$ cat src/rtl/sync_updown_counter_param.sv
// Synchronous up/down counter with programmable modulus, load, clear and wrap/saturate boundaries.
// Latency: q and wrap register one edge after sampling; tc/at_max/at_min combinational, no backpressure.
module sync_updown_counter_param #(
    parameter int WIDTH     = 4,
    parameter int MAX_VAL   = 2**WIDTH - 1,
    parameter int RESET_VAL = 0,
    parameter bit SATURATE  = 1'b0
) (
    input  logic             clk,
    input  logic             reset,
    input  logic             en,
    input  logic             up_dn,
    input  logic             load,
    input  logic [WIDTH-1:0] load_val,
    input  logic             clear,
    output logic [WIDTH-1:0] q,
    output logic             tc,
    output logic             wrap,
    output logic             at_max,
    output logic             at_min
);

    generate
        if (WIDTH < 1) begin : g_bad_width
            $fatal(1, "sync_updown_counter_param: WIDTH must be >= 1");
        end
        if (MAX_VAL < 1 || (64'(MAX_VAL) >> WIDTH) != 64'd0) begin : g_bad_max
            $fatal(1, "sync_updown_counter_param: MAX_VAL must be in 1 .. 2**WIDTH-1");
        end
        if (RESET_VAL < 0 || RESET_VAL > MAX_VAL) begin : g_bad_reset
            $fatal(1, "sync_updown_counter_param: RESET_VAL must be in 0 .. MAX_VAL");
        end
    endgenerate

    localparam logic [WIDTH-1:0] MAX_Q = WIDTH'(MAX_VAL);
    localparam logic [WIDTH-1:0] RST_Q = WIDTH'(RESET_VAL);

    logic [WIDTH-1:0] r_q;
    logic             r_wrap;
    logic [WIDTH-1:0] w_q_nxt;
    logic             w_wrap_nxt;
    logic             w_at_max;
    logic             w_at_min;

    assign w_at_max = (r_q == MAX_Q);
    assign w_at_min = (r_q == '0);

    always_comb begin
        w_q_nxt    = r_q;
        w_wrap_nxt = 1'b0;
        if (clear) begin
            w_q_nxt = RST_Q;
        end else if (load) begin
            w_q_nxt = (load_val > MAX_Q) ? MAX_Q : load_val;
        end else if (en) begin
            if (up_dn) begin
                if (w_at_max) begin
                    w_wrap_nxt = 1'b1;
                    w_q_nxt    = SATURATE ? r_q : '0;
                end else begin
                    w_q_nxt = r_q + WIDTH'(1);
                end
            end else begin
                if (w_at_min) begin
                    w_wrap_nxt = 1'b1;
                    w_q_nxt    = SATURATE ? r_q : MAX_Q;
                end else begin
                    w_q_nxt = r_q - WIDTH'(1);
                end
            end
        end
    end

    always_ff @(posedge clk) begin
        if (reset) begin
            r_q    <= RST_Q;
            r_wrap <= 1'b0;
        end else begin
            r_q    <= w_q_nxt;
            r_wrap <= w_wrap_nxt;
        end
    end

    // tc looks ahead to the boundary so a cascaded stage steps on the same edge as our wrap.
    assign tc     = en & ((up_dn & w_at_max) | (~up_dn & w_at_min));
    assign q      = r_q;
    assign wrap   = r_wrap;
    assign at_max = w_at_max;
    assign at_min = w_at_min;

endmodule

$ cat config.mk
export PLATFORM = sky130hd
export DESIGN_NAME = sync_updown_counter_param
export DESIGN_NICKNAME = d
export VERILOG_FILES = /design/src/rtl/sync_updown_counter_param.sv
export SDC_FILE = /design/constraint.sdc
export NUM_CORES = 1
export LEC_CHECK = 0
export BUFFER_PORTS_ARGS = -buffer_cell sky130_fd_sc_hd__buf_4
export CORE_AREA = 2 2 39 41
export CTS_CLUSTER_SIZE = 40
export DETAILED_ROUTE_END_ITERATION = 6
export DIE_AREA = 0 0 41 43
export PLACE_DENSITY = 0.61
export RECOVER_POWER = 50
export SYNTH_ARGS = -nofsm -noshare
export SYNTH_HDL_FRONTEND = slang
export SYNTH_SLANG_ARGS = --single-unit
$ cat constraint.sdc
create_clock -name clk -period 1.7 [get_ports clk]
set_clock_uncertainty 0.1 [all_clocks]
set_input_delay 0.34 -clock clk [delete_from_list [all_inputs] [get_ports clk]]
set_output_delay 0.34 -clock clk [all_outputs]
set_load 0.02 [all_outputs]
==> flow_metrics.env <==
export IMPL_power_density_nw_per_um2=605
export IMPL_fin_tns_setup_ns=-0.408
export IMPL_synth_xor_area_frac=0.0712
export IMPL_synth_compound_area_share=0.247
export IMPL_drive_above_1_share=0.563
export IMPL_die_w_um=41
export IMPL_synth_adder_area_share=0.0678
export IMPL_worst_pin_slew_ns=0.314
export IMPL_cts_sinks=5
export IMPL_drv_cap=0
export IMPL_antenna_found_initial=0
export IMPL_grt_first_pass_wirelength_um=1640
export IMPL_portBuffers=17
export IMPL_hold_violations=0
export IMPL_startpoint_type="flip-flop"
export IMPL_cts_tree="done"
export IMPL_rsz0062_at_grt="yes"
export IMPL_r2r_start="q[0]$_SDFFE_PP0P_"
export IMPL_synth_mux_area_frac=0.0576
export IMPL_area_delta_synth_final_pct=75.6
export IMPL_crit_arrival_ns=1.53
export IMPL_clock_fmax_mhz=508
export IMPL_ir_drop_v=0.000365
export IMPL_num_vias=431
export IMPL_cts_made_buffers=3
export IMPL_synth_top_family_by_area="compound AO/OA/AOI/OAI gates"
export IMPL_cp_max_fo=2
export IMPL_clockBufferDepth=2
export IMPL_synth_nets=55
export IMPL_synth_simple_gate_area_share=0.244
export IMPL_synth_area_sq_um=369
export IMPL_placed_cells=82
export IMPL_hold_buffers=0
export IMPL_ios=18
export IMPL_die_area_sq_um=1760
export IMPL_status="complete, but fails checks"
export IMPL_crit_start="q[0]$_SDFFE_PP0P_"
export IMPL_final_cells=87
export IMPL_cts_root_buf="clkbuf_4"
export IMPL_gp_congestion=0.707
export IMPL_timing_hold_ws_ns=0.171
export IMPL_grt_pass1_vias=418
export IMPL_clk_latency_ns=0.24
export IMPL_firstDrtPassIters=2
export IMPL_fin_crit_ns=1.97
export IMPL_final_cell_area_sq_um=648
export IMPL_hold_start="clear"
export IMPL_start_util=0.267
export IMPL_syn_avg_cell_area_sq_um=8.58
export IMPL_fill_cells=147
export IMPL_setup_viol_count_final=2
export IMPL_ys_warn_count=0
export IMPL_final_util=0.468
export IMPL_path_clk_slew_ns=0.04
export IMPL_critical_path_endpoint_type="primary output"
export IMPL_crit_required_ns=1.26
export IMPL_ys_seq_area_frac=0.271
export IMPL_viasPerCell=4.95
export IMPL_grt_usage=0.142
export IMPL_violations="negative setup slack"
export IMPL_yosysUniqueCellTypes=28
export IMPL_num_rows=14
export IMPL_hold_path_class="in -> reg"
export IMPL_relSlewSlack=0.788
export IMPL_drtIter0Drc=4
export IMPL_drc=0
export IMPL_fin_nets=84
export IMPL_syn_inst=43
export IMPL_die_y_um=43
export IMPL_ys_ff_latch=5
export IMPL_hpwl_um=817
export IMPL_fin_crit_sh=1.16
export IMPL_ant_nets=0
export IMPL_grt_overflow=0
export IMPL_worstSetupPathType="reg -> out"
export IMPL_layout_setup_ws_ns=-0.267
export IMPL_p_leak_uw=0.000295
export IMPL_diodes=0
export IMPL_totalWireLength_um=1080
export IMPL_drv_slew=0
export IMPL_htreeDepth=1
export IMPL_core_area_sq_um=1380
export IMPL_placed_area_sq_um=597
export IMPL_avgRoutedWirePerCell_um=12.4
export IMPL_grt_max_degree=10
[critical path, stage by stage, from the launching register on]
cell      delay [ns]
dfxtp_4         0.34
inv_4           0.06
ha_4            0.13
or4b_4          0.47
a21boi_4        0.16
buf_6           0.13
[cells by family (layout without fill, tap and decap cells)]
family,after synthesis,after routing
simple gates,15,15
compound gates,12,12
flops,5,5
buf+inv,4,32
xor+xnor,3,3
fa+ha+maj,2,2
mux,2,2
[final cells by class]
| class | instances | area [sq um] | area share |
|---|---|---|---|
| sequential | 5 | 108 | 0.166 |
| multi-input combinational | 34 | 294 | 0.454 |
| clock buffer | 4 | 26.3 | 0.0405 |
| timing repair buffer | 24 | 180 | 0.278 |
| inverter | 4 | 20.0 | 0.0309 |
| tap | 16 | 20.0 | 0.0309 |
[state kept, by name, summed over array words and instances, names as in the netlist]
name / cells
wrap: 1
q: 4
[worst paths after layout]
kind	endpoint	slack (ns)	cells after the start
min reg2reg	q[3]$_SDFFE_PP0P_	0.60	4
min	q[2]$_SDFFE_PP0P_	0.17	2
max	tc	-0.27	5
max reg2reg	q[2]$_SDFFE_PP0P_	0.09	6
[through the flow]
step,total power (uW),worst slack (ns)
floorplan,193,-0.00442
global placement,248,-0.0312
detailed placement,250,-0.0755
CTS,397,-0.287
global route,421,-0.331
finish,392,-0.267
[routing by layer]
metal | share of wire | GRT usage | up-vias
li1 | - | - | 218
met1 | 0.42 | 0.152 | 200
met2 | 0.52 | 0.219 | 13
met3 | 0.064 | 0.0785 | 0
met4 | 0 | 0.0600 | 0
met5 | 0 | 0 | -
[where the power goes]
part	total (uW)	leakage (uW)	internal (uW)	switching [uW]
clock	137	0.0000150	88.7	48.4
combinational	130	0.000238	68.8	61.3
sequential	125	0.0000423	121	3.56
total	392	0.000295	279	113
[synth_stat cells]
| library cell | n | share of area |
|---|---|---|
| a2111oi_2 | 1 | 0.041 |
| a21bo_1 | 1 | 0.027 |
| a21boi_1 | 1 | 0.020 |
| a21oi_1 | 3 | 0.041 |
| a21oi_2 | 1 | 0.024 |
| and2_1 | 1 | 0.017 |
| and3_1 | 1 | 0.017 |
| and3_2 | 1 | 0.020 |
| dfxtp_1 | 5 | 0.27 |
| ha_1 | 2 | 0.068 |
| inv_1 | 2 | 0.020 |
| inv_2 | 2 | 0.020 |
| mux2_1 | 1 | 0.031 |
| mux2i_1 | 1 | 0.027 |
| nand2_1 | 2 | 0.020 |
| nand4_1 | 1 | 0.017 |
| nor2_1 | 3 | 0.031 |
| nor3_1 | 1 | 0.014 |
| nor3b_1 | 1 | 0.020 |
| nor4b_1 | 1 | 0.024 |
| o211ai_1 | 1 | 0.020 |
| o21ai_0 | 2 | 0.027 |
| o21bai_1 | 1 | 0.020 |
| o311a_1 | 1 | 0.027 |
| or3_1 | 1 | 0.017 |
| or4_1 | 1 | 0.020 |
| or4b_1 | 1 | 0.027 |
| xnor2_1 | 3 | 0.071 |
[what timing repair did]
item | in CTS | in global routing
buffers inserted | 1 | 0
gates resized for setup | 4 | 2
setup endpoints to repair | 2 | 4
pin swaps | 3 | 2
[cells in the final DEF (no fill, tap or decap), types with 2 or more instances in the layout]
master	synthesis	final
dfxtp_4	0	2
a21oi_1	3	3
clkbuf_4	0	3
clkbuf_1	0	2
buf_4	0	22
nor2_1	3	3
o21ai_0	2	2
dfxtp_1	5	3
inv_4	0	2
xnor2_1	3	2
Note: power is estimated with default switching activity, not from simulation.
